**src/rtl/space_invaders_pkg.sv**
```systemverilog
// Shared slot-state encodings and playfield geometry for the projectile logic.
package space_invaders_pkg;

  typedef enum logic [1:0] {
    P_IDLE = 2'd0,
    P_FLY  = 2'd1,
    P_COOL = 2'd2
  } player_state_t;

  typedef enum logic {
    A_IDLE = 1'b0,
    A_FLY  = 1'b1
  } alien_state_t;

  localparam int DEF_Y_TOP    = 10;
  localparam int DEF_Y_BOTTOM = 510;
  localparam int DEF_SHIP_Y   = 490;
  localparam int DEF_STEP     = 2;

endpackage

```
**src/rtl/shot_arbiter_rr_pick.sv**
```systemverilog
// Round-robin picker: first asserted request at or after ptr, wrapping modulo N.
module rr_pick #(
  parameter int N  = 4,
  parameter int PW = 2
) (
  input  logic [N-1:0]  req,
  input  logic [PW-1:0] ptr,
  output logic          valid,
  output logic [PW-1:0] index,
  output logic [N-1:0]  onehot
);

  int c;

  always_comb begin
    valid  = 1'b0;
    index  = '0;
    onehot = '0;
    c      = 0;
    for (int k = 0; k < N; k++) begin
      c = int'(ptr) + k;
      if (c >= N) c = c - N;
      if (!valid && req[c[PW-1:0]]) begin
        valid               = 1'b1;
        index               = c[PW-1:0];
        onehot[c[PW-1:0]]   = 1'b1;
      end
    end
  end

endmodule

```
**src/rtl/shot_arbiter.sv**
```systemverilog
// Player and alien projectile slots sharing one step divider; alien fire is
// arbitrated round-robin among the requesting shooters.
module shot_arbiter
  import space_invaders_pkg::*;
#(
  parameter int N_ALIEN  = 4,
  parameter int MOVE_DIV = 250000,
  parameter int COOLDOWN = 50000000,
  parameter int Y_TOP    = DEF_Y_TOP,
  parameter int Y_BOTTOM = DEF_Y_BOTTOM,
  parameter int SHIP_Y   = DEF_SHIP_Y,
  parameter int STEP     = DEF_STEP
) (
  input  logic                   clk,
  input  logic                   reset,
  input  logic                   enable,
  input  logic                   fire_player,
  input  logic [10:0]            posX_Nave,
  input  logic [N_ALIEN-1:0]     alien_req,
  input  logic [11*N_ALIEN-1:0]  alien_x,
  input  logic [11*N_ALIEN-1:0]  alien_y,
  input  logic                   hit_alien,
  input  logic                   hit_ship,
  output logic [10:0]            posX_Municao1,
  output logic [10:0]            posY_Municao1,
  output logic                   shot1_active,
  output logic [10:0]            posX_Municao2,
  output logic [10:0]            posY_Municao2,
  output logic                   shot2_active,
  output logic [N_ALIEN-1:0]     alien_grant,
  output logic                   tiro_ativo_jogador
);

  localparam int PW    = (N_ALIEN > 1) ? $clog2(N_ALIEN) : 1;
  localparam int DIV_W = (MOVE_DIV > 1) ? $clog2(MOVE_DIV) : 1;
  localparam int CD_W  = $clog2(COOLDOWN + 1);

  localparam logic [11:0] TOP_LIM = 12'(Y_TOP + STEP);
  localparam logic [11:0] BOT_LIM = 12'(Y_BOTTOM);
  localparam logic [10:0] STEP_W  = 11'(STEP);
  localparam logic [10:0] FIRE_Y  = 11'(SHIP_Y - 2);

  // Step divider: runs only while the game is enabled
  logic [DIV_W-1:0] div_cnt;
  logic             step;

  assign step = enable && (div_cnt == DIV_W'(MOVE_DIV - 1));

  always_ff @(posedge clk or negedge reset) begin
    if (!reset)               div_cnt <= '0;
    else if (!enable || step) div_cnt <= '0;
    else                      div_cnt <= div_cnt + 1'b1;
  end

  // Player slot
  player_state_t   p_state, p_state_nx;
  logic [10:0]     x1, y1, x1_nx, y1_nx;
  logic [CD_W-1:0] cd_cnt, cd_nx;

  always_comb begin
    p_state_nx = p_state;
    x1_nx      = x1;
    y1_nx      = y1;
    cd_nx      = cd_cnt;
    if (!enable) begin
      p_state_nx = P_IDLE;
      x1_nx      = '0;
      y1_nx      = '0;
      cd_nx      = '0;
    end else begin
      case (p_state)
        P_IDLE: begin
          if (fire_player) begin
            x1_nx      = posX_Nave + 11'd10;
            y1_nx      = FIRE_Y;
            p_state_nx = P_FLY;
          end
        end
        P_FLY: begin
          // A hit and a boundary step in the same cycle land in one COOL entry
          if (hit_alien) begin
            p_state_nx = P_COOL;
          end else if (step) begin
            if ({1'b0, y1} < TOP_LIM) p_state_nx = P_COOL;
            else                      y1_nx      = y1 - STEP_W;
          end
        end
        P_COOL: begin
          if (cd_cnt == CD_W'(COOLDOWN - 1)) begin
            cd_nx      = '0;
            p_state_nx = P_IDLE;
          end else begin
            cd_nx = cd_cnt + 1'b1;
          end
        end
        default: p_state_nx = P_IDLE;
      endcase
    end
  end

  always_ff @(posedge clk or negedge reset) begin
    if (!reset) begin
      p_state <= P_IDLE;
      x1      <= '0;
      y1      <= '0;
      cd_cnt  <= '0;
    end else begin
      p_state <= p_state_nx;
      x1      <= x1_nx;
      y1      <= y1_nx;
      cd_cnt  <= cd_nx;
    end
  end

  // Alien slot
  alien_state_t       a_state, a_state_nx;
  logic [10:0]        x2, y2, x2_nx, y2_nx;
  logic [PW-1:0]      ptr, ptr_nx;
  logic [N_ALIEN-1:0] grant, grant_nx;
  logic               pick_vld;
  logic [PW-1:0]      pick_idx;
  logic [N_ALIEN-1:0] pick_oh;
  logic [10:0]        ax [N_ALIEN];
  logic [10:0]        ay [N_ALIEN];

  for (genvar i = 0; i < N_ALIEN; i++) begin : g_unpack
    assign ax[i] = alien_x[11*i +: 11];
    assign ay[i] = alien_y[11*i +: 11];
  end

  rr_pick #(
    .N  (N_ALIEN),
    .PW (PW)
  ) u_rr_pick (
    .req    (alien_req),
    .ptr    (ptr),
    .valid  (pick_vld),
    .index  (pick_idx),
    .onehot (pick_oh)
  );

  always_comb begin
    a_state_nx = a_state;
    x2_nx      = x2;
    y2_nx      = y2;
    ptr_nx     = ptr;
    grant_nx   = '0;
    if (!enable) begin
      a_state_nx = A_IDLE;
      x2_nx      = '0;
      y2_nx      = '0;
    end else if (a_state == A_IDLE) begin
      if (pick_vld) begin
        grant_nx   = pick_oh;
        x2_nx      = ax[pick_idx] + 11'd10;
        y2_nx      = ay[pick_idx] + 11'd16;
        ptr_nx     = (pick_idx == PW'(N_ALIEN - 1)) ? '0 : pick_idx + 1'b1;
        a_state_nx = A_FLY;
      end
    end else begin
      if (hit_ship) begin
        a_state_nx = A_IDLE;
      end else if (step) begin
        if (({1'b0, y2} + {1'b0, STEP_W}) > BOT_LIM) a_state_nx = A_IDLE;
        else                                          y2_nx      = y2 + STEP_W;
      end
    end
  end

  always_ff @(posedge clk or negedge reset) begin
    if (!reset) begin
      a_state <= A_IDLE;
      x2      <= '0;
      y2      <= '0;
      ptr     <= '0;
      grant   <= '0;
    end else begin
      a_state <= a_state_nx;
      x2      <= x2_nx;
      y2      <= y2_nx;
      ptr     <= ptr_nx;
      grant   <= grant_nx;
    end
  end

  assign posX_Municao1      = x1;
  assign posY_Municao1      = y1;
  assign shot1_active       = (p_state == P_FLY);
  assign tiro_ativo_jogador = (p_state != P_IDLE);
  assign posX_Municao2      = x2;
  assign posY_Municao2      = y2;
  assign shot2_active       = (a_state == A_FLY);
  assign alien_grant        = grant;

endmodule
```
**config.mk**
```make
export PLATFORM = sky130hd
export DESIGN_NAME = shot_arbiter
export DESIGN_NICKNAME = d
export VERILOG_FILES = /design/src/rtl/space_invaders_pkg.sv /design/src/rtl/shot_arbiter_rr_pick.sv /design/src/rtl/shot_arbiter.sv
export SDC_FILE = /design/constraint.sdc
export NUM_CORES = 1
export LEC_CHECK = 0
export ABC_AREA = 1
export CORE_ASPECT_RATIO = 0.5
export CORE_UTILIZATION = 39
export DETAILED_ROUTE_END_ITERATION = 16
export PLACE_DENSITY_LB_ADDON = 0.05
export SLEW_MARGIN = 20
export SYNTH_ARGS = -nofsm -noshare
export SYNTH_HDL_FRONTEND = slang
export SYNTH_HIERARCHICAL = 1
export SYNTH_SLANG_ARGS = --single-unit
```
**constraint.sdc**
```tcl
create_clock -name clk -period 3.9 [get_ports clk]
set_input_delay 0.78 -clock clk [delete_from_list [all_inputs] [get_ports clk]]
set_output_delay 0.78 -clock clk [all_outputs]
set_load 0.005 [all_outputs]
```
==> flow_metrics.tcl, run 1 <==
set metrics [dict create \
    outcome "finished clean" \
    htreeDepth 3 \
    async_flop_share_pct 100 \
    track_usage_pct 21.9 \
    rsz0062_at_grt "false" \
    synthSimpleGateAreaFrac_pct 34.0 \
    clockBufferDepth 2 \
    synth_adder_area_share_pct 2.34 \
    ys_seq_area_share_pct 34.6 \
    synth.top_cell.area_share_pct 34.6 \
    fmax_mhz 298 \
    clkSinkCount 96 \
    syn_avg_cell_area_um2 6.92 \
    routed_wl_um 19300 \
    holdBufCountCts 0 \
    antenna_found_initial 0 \
    grt_max_degree 51 \
    slowest_stage "clkdlybuf4s50_1" \
    setup-violations-final 0 \
    worstSetupPathType "input pin to register" \
    synth.largest_area_cell "dfrtp_1" \
    grt_pass1_wl_um 32100 \
    synthTopCellsByArea "dfrtp_1 35%, nand2_1 14%, inv_1 7.5%" \
    critical_path.startpoint "alien_req[1]" \
    maxSlewHeadroom_pct 48.6 \
    cts_tree "built" \
    worstSkewPairLatency_ns 0.35 \
    die_y_um 96.3 \
    critPathLaunchType "input pin" \
    path_common_cell "nor2_1" \
    mostFrequentLayoutCell "nand2_1" \
    synth_flop_cell "dfrtp_1" \
    path_clk_slew_ns 0.07 \
    worstPathArrival_ns 3.62 \
    tns_ns 0 \
    hold_class "input pin to asynchronous set/reset pin" \
    finClkSkew_ns 0.00745 \
    required_ns 4.16 \
    final_antenna_net_count 0 \
    synth_nets 1125 \
    synthDistinctLibCells 47 \
    endpoint_kind "register" \
    final_nets 1275 \
    peakVddDrop_v 0.000563 \
    synth_top_family_by_area "simple AND/OR/NAND/NOR gates" \
    fin_crit_sh_pct 86.1 \
    grt_pass1_vias 6722 \
    synthCells 1003 \
    synth_area_um2 6940 \
    gp_congestion 0.874 \
    synth_compound_area_share_pct 15.3 \
    finalCriticalPeriod_ns 3.36 \
    placement_rows 34 \
    core_um2 17400 \
    drt-initial-drc-count 331 \
    routedWlPerCell_um 13.9 \
    post_cts_buffers 0 \
    pin_count 160 \
    synth_xor_area_share_pct 2.78 \
    diodes 0 \
    num_vias 6990 \
    final_util_pct 52.1 \
    drc 0 \
    reg2reg_depth 20 \
    area_growth_pct 30.7 \
    p_per_area_nw_per_um2 715 \
    start_util_pct 39.9 \
    postCtsResizedCells 0 \
    worst_slack_ns 0.542 \
    synth_edf_count 0 \
    grt_overflow 0 \
    drt_pass1_iterations 4 \
    critical_path.max_fanout 20 \
    hpwl_um 14900 \
    dp_slack_ns 0.188 \
    final_cell_mix "250 x nand2_1, 157 x clkdlybuf4s50_1, 139 x inv_1, 99 x nor2_1, 96 x dfrtp_1" \
    port_buffers 158 \
    p_leak_nw 4.10 \
    cpPeakStageDelay_ns 0.49 \
    ys_warn_count 6 \
    drv_cap 0 \
    die-width_um 191 \
    dieArea_um2 18400 \
    finalHoldViolCount 0 \
    slew_viol_final 0 \
    numCtsBuffers 9 \
    synth_seq_cells 96 \
    yosys-mux-area-fraction_pct 0 \
    vias_per_cell 5.02 \
    drive_above_1_share_pct 9.07 \
    reg2reg_from "ptr[0]$_DFFE_PN0P_" \
    cts_root_buffer "clkbuf_16" \
    worst_slew_pin_slew_ns 0.767 \
    path_cells "clkdlybuf4s50_1, inv_1, nand2_1, nand3_2, nand2_4, nor2_1, a21oi_1, nand3_2, inv_2, nor2_1, nor2_1, o21ai_2, nand2_2, ha_1, nand3_1, o21ai_0, nand3_1, o21ai_0, inv_1, o21ai_2" \
]
[report_power, final]
group	internal [mW]	leakage, nW	switching [mW]	total [mW]
Sequential	1.14	1.30	0.139	1.28
Clock	0.707	0.182	0.387	1.09
Combinational	1.52	2.62	2.59	4.11
Total	3.37	4.10	3.11	6.49
[synthesized netlist by cell type (6+ instances only)]
library cell,instances
nand3_1,89
buf_6,10
nor3_1,18
o21ai_1,13
nand4_1,24
nand2_2,16
o21ai_2,24
xor2_1,20
nand2_1,250
o22ai_1,23
nand3_2,6
ha_1,13
inv_1,139
o21ai_0,57
clkbuf_1,10
nor2_2,8
nor2_1,99
inv_2,7
a21oi_1,22
dfrtp_1,96
buf_2,7
nor3_2,6
[flip-flops by register name, summed over array words and instances, names as in the netlist, 2 cells and up]
name / cells
cd_cnt: 26
posY_Municao2: 11
alien_grant: 4
p_state: 2
posY_Municao1: 10
div_cnt: 18
posX_Municao2: 11
posX_Municao1: 11
ptr: 2
[worst paths after layout]
path                                                  to  slack, ns
setup / recovery            posY_Municao2[8]$_DFFE_PN0P_       0.54
setup reg to reg            posY_Municao2[8]$_DFFE_PN0P_       0.69
hold / removal                     cd_cnt[1]$_DFFE_PN0P_       0.47
min in group clk                    div_cnt[0]$_DFF_PN0_       0.49
max in group asynchronous  posY_Municao1[10]$_DFFE_PN0P_       2.61
hold reg to reg                     div_cnt[0]$_DFF_PN0_       0.49
[worst max-delay path, delay by kind of cell]
kind / cells / cell delay, ns
adder cells (fa/ha/maj): 1 / 0.23
buffers and inverters: 4 / 0.90
AND/OR/NAND/NOR: 10 / 1.10
AO/OA/AOI/OAI: 5 / 0.63
[through the flow]
step / cell area (um^2) / power [mW] / hold WS [ns] / instances
floorplan: 6940 / 4.36 / 0.455 / 1003
global placement: 8700 / 5.33 / 0.484 / 1376
detailed placement: 8700 / 5.40 / 0.482 / 1376
CTS: 9070 / 6.52 / 0.489 / 1392
global route: 9070 / 7.15 / 0.515 / 1392
finish: 9070 / 6.49 / 0.467 / 1392
[routing by layer]
metal | track usage [%] | part of all wire [%] | up-vias
li1 | - | - | 3570
met1 | 28.3 | 47 | 3239
met2 | 37.8 | 47 | 157
met3 | 4.34 | 4.6 | 24
met4 | 5.33 | 1.1 | 0
met5 | 0 | 0 | -
[kinds of logic after synthesis]
| family | Yosys count |
|---|---|
| and+or+nand+nor | 526 |
| other | 1 |
| adders and majority gates | 13 |
| buffers and inverters | 176 |
| xor gates and xnor gates | 22 |
| DFF | 96 |
| AOI/OAI and AO/OA | 169 |
[layout make-up]
cell class | count | area (um^2)
clock inverter | 6 | 130
fill | 1688 | 8330
timing repair buffer | 169 | 1670
sequential | 96 | 2400
multi-input combinational | 731 | 3790
clock buffer | 10 | 239
inverter | 146 | 548
tap | 234 | 293
(Power assumes the default switching activity.)
==> inputs of run 2 (changes only) <==
--- a/config.mk
+++ b/config.mk
@@ -9,6 +9,7 @@
 export CORE_ASPECT_RATIO = 0.5
 export CORE_UTILIZATION = 39
 export DETAILED_ROUTE_END_ITERATION = 16
+export GPL_TIMING_DRIVEN = 0
 export PLACE_DENSITY_LB_ADDON = 0.05
 export SLEW_MARGIN = 20
 export SYNTH_ARGS = -nofsm -noshare
==> run 2 against run 1 <==
Against the previous run:
- combinational power is 6.3% higher
- non-clock buffer count is 21 higher
- cell count is 1.5% higher
- utilization is 0.47 points higher
- critical path type unchanged
- critical endpoint unchanged
==> flow_metrics.tcl, run 2 (synthesis results as in run 1) <==
set metrics [dict create \
    outcome "finished clean" \
    diodes 0 \
    rsz0062_at_grt "false" \
    port_buffers 158 \
    mostFrequentLayoutCell "nand2_1" \
    path_common_cell "nand3_1" \
    gp_congestion 0.898 \
    clkSinkCount 96 \
    fin_crit_sh_pct 89.5 \
    largest_reg_flops 26 \
    grt_overflow 0 \
    placed_area_um2 8840 \
    worstSetupPathType "input pin to register" \
    area_growth_pct 31.9 \
    drive_above_1_share_pct 10.2 \
    finalCriticalPeriod_ns 3.49 \
    critPathLaunchType "input pin" \
    worst_slew_pin_slew_ns 0.580 \
    fmax_mhz 287 \
    slew_viol_final 0 \
    worstPathArrival_ns 3.77 \
    numCtsBuffers 9 \
    cts_root_buffer "clkbuf_16" \
    num_vias 7002 \
    track_usage_pct 21.6 \
    clockBufferDepth 2 \
    finalHoldViolCount 0 \
    hpwl_um 15300 \
    regMostFlops "cd_cnt" \
    drc 0 \
    setup-violations-final 0 \
    worst_slack_ns 0.411 \
    p_per_area_nw_per_um2 713 \
    dp_slack_ns -0.133 \
    hold_class "input pin to asynchronous set/reset pin" \
    routed_wl_um 19400 \
    vias_per_cell 4.96 \
    drv_cap 0 \
    pin_count 160 \
    finClkSkew_ns 0.0124 \
    cpPeakStageDelay_ns 0.50 \
    final_cell_mix "250 x nand2_1, 157 x clkdlybuf4s50_1, 139 x inv_1, 98 x nor2_1, 94 x dfrtp_1" \
    postLayoutCellArea_um2 9160 \
    worstSkewPairLatency_ns 0.35 \
    critical_path.max_fanout 10 \
    placement_rows 34 \
    grt_pass1_wl_um 31600 \
    die_y_um 96.3 \
    cts_tree "built" \
    peakVddDrop_v 0.000754 \
    core_um2 17400 \
    final_nets 1296 \
    dieArea_um2 18400 \
    timing.hold.ws_ns 0.267 \
    slowest_stage "clkdlybuf4s50_1" \
    path_cells "clkdlybuf4s50_1, inv_1, nand2_1, nand3_2, nand2_4, nor2_4, buf_6, nand3_1, nand3_2, inv_2, buf_6, nor2_1, nor2_1, o21ai_2, nand2_2, ha_2, nand3_1, o21ai_0, nand3_1, o21ai_0, inv_1, o21ai_2" \
    antenna_found_initial 0 \
    maxSlewHeadroom_pct 61.3 \
    final_antenna_net_count 0 \
    path_clk_slew_ns 0.08 \
    grt_pass1_vias 6568 \
    largest_registers "cd_cnt (26), div_cnt (18)" \
    drt_pass1_iterations 5 \
    endpoint_kind "register" \
    routedWlPerCell_um 13.7 \
    required_ns 4.19 \
    p_leak_nw 4.13 \
    htreeDepth 3 \
    start_util_pct 39.9 \
    drt-initial-drc-count 330 \
    tns_ns 0 \
    fillers 1742 \
    die-width_um 191 \
    grt_max_degree 75 \
]
==> run 2: cell count changes in the layout (fill, tap and decap cells not counted), sizes merged <==
cell,previous run,this run
buf,12,23
clkbuf,10,19
bufinv,4,0
inv,146,149
clkinv,2,3
clkinvlp,0,1
==> run 2: area by class of cell <==
type	count	area (um^2)	share of cell area [%]
plain buffers	30	208	2.27
clock buffers	9	225	2.46
inverters	146	548	5.99
repair buffers	160	1620	17.7
flip-flops and latches	96	2400	26.3
multi-input cells	731	3800	41.5
clock inverters	7	62.6	0.683
well taps	234	293	3.20
==> run 2: timing repair <==
item / in CTS / in global routing
setup buffers: 0 / 1
endpoints found under the setup margin: 0 / 8
hold buffers: 0 / 0
resized for setup: 0 / 6
==> run 2: path summary, 6_finish.rpt <==
check	from	slack, ns	endpoint	depth (start not counted)
worst min-delay path	reset	0.27	div_cnt[14]$_DFF_PN0_	1
max in group asynchronous	reset	2.96	ptr[1]$_DFFE_PN0P_	2
worst max register to register	ptr[1]$_DFFE_PN0P_	0.48	posY_Municao2[8]$_DFFE_PN0P_	21
worst max-delay path	alien_req[1]	0.41	posY_Municao2[8]$_DFFE_PN0P_	22
min in group clk	div_cnt[0]$_DFF_PN0_	0.49	div_cnt[0]$_DFF_PN0_	1
worst min register to register	div_cnt[0]$_DFF_PN0_	0.49	div_cnt[0]$_DFF_PN0_	1
==> run 2: critical path, delay by kind of cell <==
kind	cells	cell delay, ns
and+or+nand+nor	11	1.20
AOI/OAI and AO/OA	4	0.51
buffers and inverters	6	1.05
adders and majority gates	1	0.23
==> run 2: per-layer routing <==
layer  vias up  global-route usage [%]  routed length (um)
met5         -                       0                   0
met4         0                    4.33                 178
met3        16                    4.70                 956
met2       151                    37.3                9200
met1      3219                    28.0                9070
li1       3616                       -                   -
==> run 2: through the flow <==
| step | utilization (%) | cells | power [mW] |
|---|---|---|---|
| after floorplan | - | 1003 | 4.36 |
| after global placement | 50.7 | 1395 | 5.60 |
| after detailed placement | 50.8 | 1396 | 5.64 |
| after CTS | 52.5 | 1412 | 6.55 |
| after global routing | 52.6 | 1413 | 7.18 |
| final | 52.6 | 1413 | 6.53 |
==> run 2: power breakdown <==
part / switching (mW) / internal, mW / leakage [nW]
combinational: 2.70 / 1.67 / 2.70
sequential: 0.144 / 1.15 / 1.30
clock: 0.430 / 0.446 / 0.139
total: 3.27 / 3.26 / 4.13
==> inputs of run 3 (changes only) <==
--- a/config.mk
+++ b/config.mk
@@ -9,6 +9,7 @@
 export CORE_ASPECT_RATIO = 0.5
 export CORE_UTILIZATION = 39
 export DETAILED_ROUTE_END_ITERATION = 16
+export GPL_ROUTABILITY_DRIVEN = 0
 export GPL_TIMING_DRIVEN = 0
 export PLACE_DENSITY_LB_ADDON = 0.05
 export SLEW_MARGIN = 20
==> results of run 3 <==
The final DEF is identical to that of run 2; final timing and power are the same.
